--- config.mk ---
export PLATFORM = sky130hd
export DESIGN_NAME = bcd_seq_converter
export DESIGN_NICKNAME = d
export VERILOG_FILES = /design/src/rtl/bcd_seq_converter.sv
export SDC_FILE = /design/constraint.sdc
export NUM_CORES = 1
export LEC_CHECK = 0
export BUFFER_PORTS_ARGS = -buffer_cell sky130_fd_sc_hd__buf_4
export CORE_MARGIN = 3
export CORE_UTILIZATION = 37
export CTS_CLUSTER_SIZE = 24
export DETAILED_ROUTE_END_ITERATION = 8
export MAX_ROUTING_LAYER = met4
export PLACE_DENSITY = 0.58
export SYNTH_ARGS = -nofsm -noshare
export SYNTH_HDL_FRONTEND = slang
export SYNTH_SLANG_ARGS = --single-unit
--- constraint.sdc ---
create_clock -name CLKIN -period 1.5 [get_ports CLKIN]
set_clock_uncertainty 0.1 [all_clocks]
set_input_delay 0.225 -clock CLKIN [delete_from_list [all_inputs] [get_ports CLKIN]]
set_output_delay 0.225 -clock CLKIN [all_outputs]
set_load 0.05 [all_outputs]
--- src/rtl/bcd_seq_converter.sv ---
// Sequential binary-to-BCD converter (shift-add-3 / double dabble) with a
// START/BUSY/DONE handshake; results are held stable between conversions.
module bcd_seq_converter #(
    parameter int WIDTH  = 8,
    parameter int DIGITS = 3
) (
    input  logic                  CLKIN,
    input  logic                  RESET,
    input  logic                  START,
    input  logic [WIDTH-1:0]      BIN,
    output logic                  BUSY,
    output logic                  DONE,
    output logic [4*DIGITS-1:0]   BCD,
    output logic                  OVERFLOW
);

    localparam int CNT_W = $clog2(WIDTH + 1);
    localparam int BCD_W = 4 * DIGITS;

    typedef enum logic {
        IDLE  = 1'b0,
        SHIFT = 1'b1
    } state_t;

    state_t             state;
    state_t             next_state;

    logic [WIDTH-1:0]   shift_reg;
    logic [BCD_W-1:0]   scratch;
    logic               ovf_flag;
    logic [CNT_W-1:0]   cnt;
    logic               done_q;

    logic [BCD_W-1:0]   adjusted;
    logic [BCD_W-1:0]   shifted_scratch;
    logic [WIDTH-1:0]   shifted_bin;
    logic               carry_out;
    logic               last_shift;

    always_ff @(posedge CLKIN) begin
        if (RESET) begin
            state <= IDLE;
        end else begin
            state <= next_state;
        end
    end

    always_comb begin
        next_state = state;
        case (state)
            IDLE:    if (START)      next_state = SHIFT;
            SHIFT:   if (last_shift) next_state = IDLE;
            default:                 next_state = IDLE;
        endcase
    end

    always_comb begin
        BUSY = (state == SHIFT);
        DONE = done_q;
    end

    // Add-3 correction on every digit before the shift; 4-bit wrap is intended.
    always_comb begin
        adjusted = scratch;
        for (int k = 0; k < DIGITS; k++) begin
            if (scratch[4*k +: 4] >= 4'd5) begin
                adjusted[4*k +: 4] = scratch[4*k +: 4] + 4'd3;
            end
        end
    end

    // A bit leaving the top digit means the value has reached 10^DIGITS.
    assign {carry_out, shifted_scratch, shifted_bin} = {adjusted, shift_reg, 1'b0};
    assign last_shift = (cnt == CNT_W'(1));

    always_ff @(posedge CLKIN) begin
        if (RESET) begin
            shift_reg <= '0;
            scratch   <= '0;
            ovf_flag  <= 1'b0;
            cnt       <= '0;
            done_q    <= 1'b0;
            BCD       <= '0;
            OVERFLOW  <= 1'b0;
        end else begin
            done_q <= 1'b0;
            case (state)
                IDLE: begin
                    if (START) begin
                        shift_reg <= BIN;
                        scratch   <= '0;
                        ovf_flag  <= 1'b0;
                        cnt       <= CNT_W'(WIDTH);
                    end
                end
                SHIFT: begin
                    shift_reg <= shifted_bin;
                    scratch   <= shifted_scratch;
                    ovf_flag  <= ovf_flag | carry_out;
                    cnt       <= cnt - CNT_W'(1);
                    if (last_shift) begin
                        BCD      <= shifted_scratch;
                        OVERFLOW <= ovf_flag | carry_out;
                        done_q   <= 1'b1;
                    end
                end
                default: ;
            endcase
        end
    end

endmodule

==> flow_summary.toml, run 1 <==
[run_status]
status = "complete, but fails checks"
violations = "negative setup slack"

[sta]
rsz0062_at_grt = "true"
worst_pin_slew_ns = 0.5234
clock.fmax_mhz = 665.3
fin_crit_sh = 1.002
fin_crit_ns = 1.503
setup_viol = 1
worst_slack_ns = -0.002999
relSlewSlack = 0.6502
hold_violations = 0
report.final.slew_viol_count = 0

[placed_design]
dp_hpwl_um = 2701
numPortBuffers = 25
place_ws_ns = -0.08005
gp_congestion = 0.7349
place_inst = 279

[cells_and_area]
final_cells = 289
num_antenna_cells = 0
final_cell_mix = "buf_4 (45), dfxtp_1 (32), nor2_1 (23), a21oi_1 (18)"
syn2layout_area_growth_pct = 39.80
fin_nets = 255
drive_gt1_frac = 0.4135
final_common_cell = "buf_4"
final_util = 0.5561

[yosys]
synth_cells = 191
synth_nets = 210
async_reset_ff_frac = 0
ys_seq_elements = 40
synth_edf_count = 0
synth.distinct_cells = 35
ys_warn_count = 0
synth_area_mm2 = 0.001792
yosysSeqAreaShare = 0.4469
avgSynthCellArea_um2 = 9.381
ys.flop_type = "dfxtp_1"

[grt]
antenna_found_initial = 0
grt_first_pass_wirelength_um = 6354
grt_pass1_vias = 1372
grt_usage = 0.1533
grt_max_degree = 14
gr-total-overflow = 0

[power]
p_int_mw = 1.557
p_comb_frac = 0.106
p_switching_uw = 539.1
powerDensity_mw_per_mm2 = 836.7
clockPowerShare = 0.364
swShare = 0.2572
p_seq_frac = 0.530
power.leakage_nw = 0.9996
peakVddDrop_uv = 491.3

[drt]
drc = 0
routed_via_density = 5.218
first_pass_iters = 4
drt_iter0_markers = 58
num_vias = 1508
ant_nets = 0
wl_um = 3931
wl_per_cell_um = 13.60

[worst_hold_path]
hold_path.startpoint = "RESET"
holdPathStages = 2
worst_hold_path_type = "in2reg"
holdPathEnd = "scratch[11]"

[setup_path]
r2r-start = "scratch[1]"
path_buf_inv = 1
startpoint_type = "register"
cp_max_fo = 3
crit_arrival_ns = 1.63
path_cells = "inv_4 -> ha_4 -> nand2b_4 -> a21o_1 -> mux2_4 -> o2bb2ai_4"
startpoint = "scratch[1]"
cp_slowest_cell = "dfxtp_2"
critPathCaptureType = "register"
reg2reg_slack_ns = -0.003
reg2reg_depth = 6
slowest_delay_ns = 0.35
cpLargestDelayFamily = "flip-flops"
critPathRequiredTime_ns = 1.63
critPathKind = "reg2reg"
worst_r2r_endpoint = "BCD[2]"

[clock_tree]
clock_latency_ns = 0.30
h-tree-depth = 2
ctsLongestPathBuffers = 2
cts_sinks = 40
cts_buffers = 5
hold_buffers = 0
cts_root_buf = "clkbuf_8"
cts_tree = "yes"
clk_pin_slew_ns = 0.08

[job]
cap_viol_max_count = 0

[floorplan]
rows = 24
die_area_mm2 = 0.005713
core-area_mm2 = 0.004504
die_height_um = 75.59
pin_count = 26
initial_utilization = 0.3978
fp.dieW_um = 75.59
## timing repair
action	in CTS	in global routing
endpoints found under the setup margin	16	20
setup buffers	0	2
gates resized for setup	4	49
pin swaps	1	19
## metrics by stage
stage	area, um2	hold WS, ns	TNS [ns]	power [mW]
2_1_floorplan	1795	0.3203	0	1.265
3_3_place_gp	2146	0.3478	-0.1502	1.344
3_5_place_dp	2146	0.3490	-0.5292	1.344
4_1_cts	2252	0.1018	0	2.101
5_1_grt	2505	0.1082	-0.3676	2.188
6_report	2505	0.1114	-0.002999	2.096
## synthesized netlist by cell type (2+ instances only)
| master | instances | share of area |
|---|---|---|
| clkbuf_1 | 2 | 0.0042 |
| nor3b_1 | 6 | 0.025 |
| nand2b_1 | 5 | 0.017 |
| nor2_1 | 23 | 0.048 |
| nand3_1 | 8 | 0.022 |
| a21o_1 | 3 | 0.013 |
| nor3_1 | 7 | 0.020 |
| o2bb2ai_1 | 8 | 0.039 |
| ha_1 | 8 | 0.056 |
| dfxtp_1 | 40 | 0.45 |
| mux2i_1 | 11 | 0.061 |
| a22o_1 | 4 | 0.020 |
| buf_2 | 3 | 0.0084 |
| buf_4 | 2 | 0.0084 |
| xnor2_1 | 3 | 0.015 |
| inv_1 | 10 | 0.021 |
| o21ai_0 | 11 | 0.031 |
| a32o_1 | 3 | 0.017 |
| a21oi_1 | 18 | 0.050 |
## metal layers
layer  part of all wire  wire [um]  global-route usage  vias up
li1                   -          -                   -      768
met1               0.50       1964              0.1907      707
met2               0.44       1748              0.2330       28
met3              0.044        171             0.05541        5
met4              0.012         46             0.04660        0
met5                  0          0                   -        -
## how the worst max path moves through the flow
stage / to / slack (ns) / cells after the start
5_1_grt: BCD[2] / -0.07 / 6
3_3_place_gp: BCD[9] / -0.04 / 6
6_report: BCD[2] / -0.003 / 6
3_5_place_dp: BCD[0] / -0.08 / 6
4_1_cts: scratch[9] / 0.005 / 6
2_1_floorplan: BCD[2] / 0.03 / 6
## cell type report
| class | count | area, um2 |
|---|---|---|
| clock buffers | 6 | 82.58 |
| flip-flops and latches | 40 | 818.3 |
| repair buffers | 47 | 360.3 |
| inverters | 11 | 47.55 |
| clock inverters | 2 | 15.01 |
| well taps | 52 | 65.06 |
| multi-input cells | 131 | 1116 |
| fillers | 423 | 1999 |
## logic make-up (layout without fill, tap and decap cells)
family                   Yosys count  count (layout)  share of synthesized area
multiplexers                      12              12                    0.06983
adder cells (fa/ha/maj)            8               8                    0.05587
AND/OR/NAND/NOR                   53              53                     0.1529
buffers and inverters             20              66                    0.05307
XOR/XNOR                           3               3                    0.01467
AO/OA/AOI/OAI                     55              55                     0.2067
flip-flops                        40              40                     0.4469
## power by group through the flow
stage          registers, mW  logic [mW]  clock network, mW
3_5_place_dp            1.14       0.209                  0
2_1_floorplan           1.14       0.127                  0
6_report                1.11       0.223              0.762
4_1_cts                 1.11       0.211              0.780
3_3_place_gp            1.14       0.208                  0
5_1_grt                 1.11       0.250              0.824
(Power assumes the default switching activity.)
==> run 2, diff against run 1 <==
CORE_UTILIZATION = 35   (was 37)
CTS_BUF_LIST = sky130_fd_sc_hd__clkbuf_2   (was not set)
PLACE_DENSITY = 0.55   (was 0.58)
==> flow_summary.toml, run 2 (synthesis gave the netlist of run 1 again) <==
[placed_design]
gp_congestion = 0.7190
dp_hpwl_um = 2714
postPlaceCellArea_mm2 = 0.002157
numPortBuffers = 25

[clock_tree]
clock_latency_ns = 0.39
cts_buffers = 5
cts_root_buf = "clkbuf_2"
ctsLongestPathBuffers = 2
cts_sinks = 40
h-tree-depth = 2
clk_pin_slew_ns = 0.19
cts_tree = "yes"

[cells_and_area]
finalInstanceArea_mm2 = 0.002446
final_cell_mix = "buf_4 (49), dfxtp_1 (30), nor2_1 (23), a21oi_1 (18), o21ai_0 (11)"
drive_gt1_frac = 0.4033
fin_nets = 261
final_common_cell = "buf_4"
num_antenna_cells = 0
syn2layout_area_growth_pct = 36.52
fillers = 467

[sta]
rsz0062_at_grt = "true"
report.final.slew_viol_count = 0
fin_crit_sh = 1.015
clock.fmax_mhz = 657.1
hold_violations = 0
setup_viol = 1
worst_slack_ns = -0.02191
worst_pin_slew_ns = 0.3956
relSlewSlack = 0.7356
fin_crit_ns = 1.522
whs_ns = 0.07992

[grt]
grt_first_pass_wirelength_um = 6768
grt_usage = 0.1426
gr-total-overflow = 0
antenna_found_initial = 0
grt_pass1_vias = 1510
grt_max_degree = 18

[setup_path]
worst_r2r_endpoint = "scratch[2]"
reg2reg_slack_ns = -0.02
critPathKind = "reg2reg"
crit_arrival_ns = 1.76
cp_max_fo = 3
reg2reg_depth = 6
critPathRequiredTime_ns = 1.74
critPathCaptureType = "register"
startpoint_type = "register"
r2r-start = "scratch[1]"

[power]
powerDensity_mw_per_mm2 = 738.8
peakVddDrop_uv = 392.3
power_mw = 1.807
power.leakage_nw = 1.001

[drt]
first_pass_iters = 4
dr_wl_met2_um = 1877
wl_met1_um = 1948
num_vias = 1523
wl_um = 4020
wl_per_cell_um = 12.97
ant_nets = 0
top_layer = "met4"
routed_via_density = 4.913
drc = 0
drt_iter0_markers = 43
wl_met3_um = 131

[worst_hold_path]
worst_hold_path_type = "in2reg"
holdPathStages = 5
holdPathEnd = "shift_reg[1]"
hold_path.startpoint = "BIN[1]"

[floorplan]
die_area_mm2 = 0.006014
fp.dieW_um = 77.55
initial_utilization = 0.3695
die_height_um = 77.55
core-area_mm2 = 0.004848
pin_count = 26
rows = 25

[run_status]
violations = "negative setup slack"
status = "complete, but fails checks"

[job]
cap_viol_max_count = 0
run 2: cell types whose count changed in the layout (fill, tap and decap cells not counted), sizes merged:
cell and change:
buf +4, clkinvlp -2, dlygate4sd3 +2, clkinv +1, clkbuf +1
run 2: layout make-up:
cell class / instances / area [um2] / share of cell area
multi-input cells: 131 / 1047 / 0.4281
flip-flops and latches: 40 / 820.8 / 0.3355
repair buffers: 53 / 410.4 / 0.1678
well taps: 67 / 83.83 / 0.03427
inverters: 11 / 45.04 / 0.01841
clock buffers: 7 / 35.03 / 0.01432
clock inverters: 1 / 3.754 / 0.001535
run 2: per-layer routing:
| metal | GRT usage | vias up |
|---|---|---|
| met5 | - | - |
| met4 | 0.05338 | 0 |
| met3 | 0.04060 | 9 |
| met2 | 0.2211 | 23 |
| met1 | 0.1763 | 707 |
| li1 | - | 784 |
run 2: worst max-delay path by stage:
stage / start / end / slack (ns)
finish: scratch[1] / scratch[2] / -0.02
floorplan: scratch[0] / BCD[2] / 0.03
global placement: cnt[1] / BCD[10] / -0.07
detailed placement: cnt[1] / BCD[0] / -0.08
CTS: scratch[0] / BCD[2] / 0.006
global route: scratch[1] / scratch[2] / -0.08
run 2: critical path: stages (launching register included):
cell,delay [ns]
dfxtp_2,0.37
inv_2,0.06
ha_2,0.17
nand2b_4,0.14
a21o_1,0.19
mux2_4,0.32
o21ai_2,0.13
run 2: what timing repair did:
action | in CTS | in global routing
hold buffers | 2 | 0
buffers inserted | 3 | 5
resized for setup | 8 | 37
hold endpoints to repair | 2 | 0
endpoints found under the setup margin | 17 | 20
pin swaps | 2 | 10
run 2: per-stage QoR:
stage / TNS, ns / util / cells / worst slack [ns]
final: -0.02191 / 0.5045 / 310 / -0.02191
after floorplan: 0 / - / 191 / 0.03465
after CTS: 0 / 0.4648 / 306 / 0.006433
after global routing: -0.5426 / 0.5045 / 310 / -0.08214
after detailed placement: -0.6372 / 0.4449 / 293 / -0.07946
after global placement: -0.5378 / 0.4449 / 293 / -0.07132
run 2: power breakdown:
group	switching [mW]	internal (mW)
combinational	0.122	0.107
clock	0.340	0.125
sequential	0.0252	1.09
total	0.487	1.32
==> run 3, diff against run 2 <==
CELL_PAD_IN_SITES_DETAIL_PLACEMENT = 0   (was not set)
CELL_PAD_IN_SITES_GLOBAL_PLACEMENT = 1   (was not set)
PLACE_DENSITY = not set   (was 0.55)
PLACE_DENSITY_LB_ADDON = 0.1   (was not set)
==> flow_summary.toml, run 3 (synthesis gave the netlist of run 1 again) <==
[power]
swShare = 0.2704
powerDensity_mw_per_mm2 = 785.7
p_comb_frac = 0.132
p_int_mw = 1.495
peakVddDrop_uv = 413.4
clockPowerShare = 0.324
power.leakage_nw = 1.072
p_switching_uw = 553.9
p_seq_frac = 0.543

[sta]
rsz0062_at_grt = "true"
report.final.slew_viol_count = 0
fin_crit_sh = 1.020
setup_viol = 7
worst_slack_ns = -0.03016
hold_violations = 0
clock.fmax_mhz = 653.5
worst_pin_slew_ns = 0.3892
relSlewSlack = 0.7403
fin_crit_ns = 1.530

[drt]
num_vias = 1579
routed_via_density = 5.013
wl_um = 4548
ant_nets = 0
wl_per_cell_um = 14.44
drt_iter0_markers = 84
first_pass_iters = 4
drc = 0

[clock_tree]
clock_latency_ns = 0.42
h-tree-depth = 2
cts_sinks = 40
cts_buffers = 5
clk_pin_slew_ns = 0.23
ctsLongestPathBuffers = 2
cts_tree = "yes"
cts_root_buf = "clkbuf_2"

[setup_path]
startpoint_type = "register"
critPathKind = "reg2reg"
cp_slowest_cell = "dfxtp_4"
critPathRequiredTime_ns = 1.73
crit_arrival_ns = 1.76
cp_max_fo = 10
path_buf_inv = 2
slowest_delay_ns = 0.42
cpLargestDelayFamily = "compound AO/OA/AOI/OAI gates"
critPathCaptureType = "register"
path_cells = "buf_8 -> inv_1 -> o21ba_1 -> nor2_1 -> a311oi_1"

[run_status]
status = "complete, but fails checks"
violations = "negative setup slack"

[floorplan]
core-area_mm2 = 0.004848
die_area_mm2 = 0.006014
fp.dieW_um = 77.55
initial_utilization = 0.3695
die_height_um = 77.55
pin_count = 26
rows = 25

[cells_and_area]
fin_nets = 266
drive_gt1_frac = 0.4516
final_common_cell = "buf_4"
syn2layout_area_growth_pct = 45.53
finalInstanceArea_mm2 = 0.002608
fillers = 455
final_cells = 315
final_cell_mix = "buf_4 (48), dfxtp_1 (31), nor2_1 (23), a21oi_1 (18)"
num_antenna_cells = 0

[worst_hold_path]
worst_hold_path_type = "in2reg"

[grt]
antenna_found_initial = 0
gr-total-overflow = 0
grt_first_pass_wirelength_um = 7176
grt_max_degree = 20
grt_pass1_vias = 1508
grt_usage = 0.1517

[placed_design]
numPortBuffers = 25
dp_hpwl_um = 2951
postPlaceCellArea_mm2 = 0.002157
place_inst = 293
gp_congestion = 0.7872

[job]
cap_viol_max_count = 0
-- run 3: cell count changes in the layout (fill, tap and decap cells not counted), moves of 2 or more --
cell | previous run | this run
clkbuf_2 | 7 | 5
ha_4 | 6 | 4
buf_6 | 2 | 4
o2bb2ai_1 | 7 | 0
o21ai_0 | 11 | 9
o2bb2ai_4 | 0 | 3
o21ai_1 | 1 | 3
buf_8 | 0 | 3
ha_2 | 1 | 3
o2bb2ai_2 | 2 | 6
-- run 3: worst min-delay path, stage by stage --
cell	delay [ns]
buf_4	0.08
mux2i_1	0.05
nor2_1	0.08
a21oi_1	0.05
nor2_1	0.07
-- run 3: power groups by stage --
| stage | registers (mW) | clock network (mW) | logic, mW |
|---|---|---|---|
| finish | 1.11 | 0.664 | 0.271 |
| global route | 1.12 | 0.730 | 0.296 |
| floorplan | 1.14 | 0 | 0.127 |
| global placement | 1.14 | 0 | 0.205 |
| CTS | 1.11 | 0.690 | 0.236 |
| detailed placement | 1.14 | 0 | 0.210 |
-- run 3: final cells by class --
cell class	instances	area [um2]	share of cell area
Sequential cell	40	819.5	0.3143
Clock buffer	5	25.02	0.009597
Multi-Input combinational cell	132	1121	0.4299
Timing Repair Buffer	57	470.5	0.1804
Tap cell	67	83.83	0.03215
Clock inverter	3	42.54	0.01631
Inverter	11	45.04	0.01727
-- run 3: path summary, 6_finish.rpt --
path	startpoint	endpoint	slack, ns	cells after the start
worst min register to register	BCD[1]	BCD[1]	0.39	1
worst max register to register	BUSY	cnt[3]	-0.03	5
worst max-delay path	BUSY	cnt[3]	-0.03	5
worst min-delay path	BIN[1]	shift_reg[1]	0.06	5
-- run 3: timing repair --
item / in CTS / in global routing
endpoints found under the hold margin: 5 / 0
endpoints found under the setup margin: 19 / 21
cloned: 0 / 1
resized for setup: 22 / 43
buffers inserted: 4 / 7
hold buffers: 2 / 0
pin swaps: 3 / 22
-- run 3: through the flow --
step / TNS [ns] / power, mW / hold slack (ns) / setup WS [ns] / utilization
final: -0.05897 / 2.049 / 0.06097 / -0.03016 / 0.5378
after global routing: -0.8271 / 2.143 / 0.05983 / -0.07405 / 0.5378
after CTS: -0.005610 / 2.038 / 0.03871 / -0.005610 / 0.4826
after detailed placement: -0.6013 / 1.348 / 0.3495 / -0.07312 / 0.4449
after global placement: -0.06443 / 1.342 / 0.3486 / -0.01114 / 0.4449
after floorplan: 0 / 1.265 / 0.3203 / 0.03465 / -
-- run 3: metal layers --
| metal | GRT usage | vias to the layer above | wire length [um] |
|---|---|---|---|
| li1 | - | 798 | - |
| met1 | 0.1987 | 752 | 2275 |
| met2 | 0.2306 | 24 | 2102 |
| met3 | 0.03712 | 5 | 109 |
| met4 | 0.04804 | 0 | 60 |
| met5 | - | - | 0 |
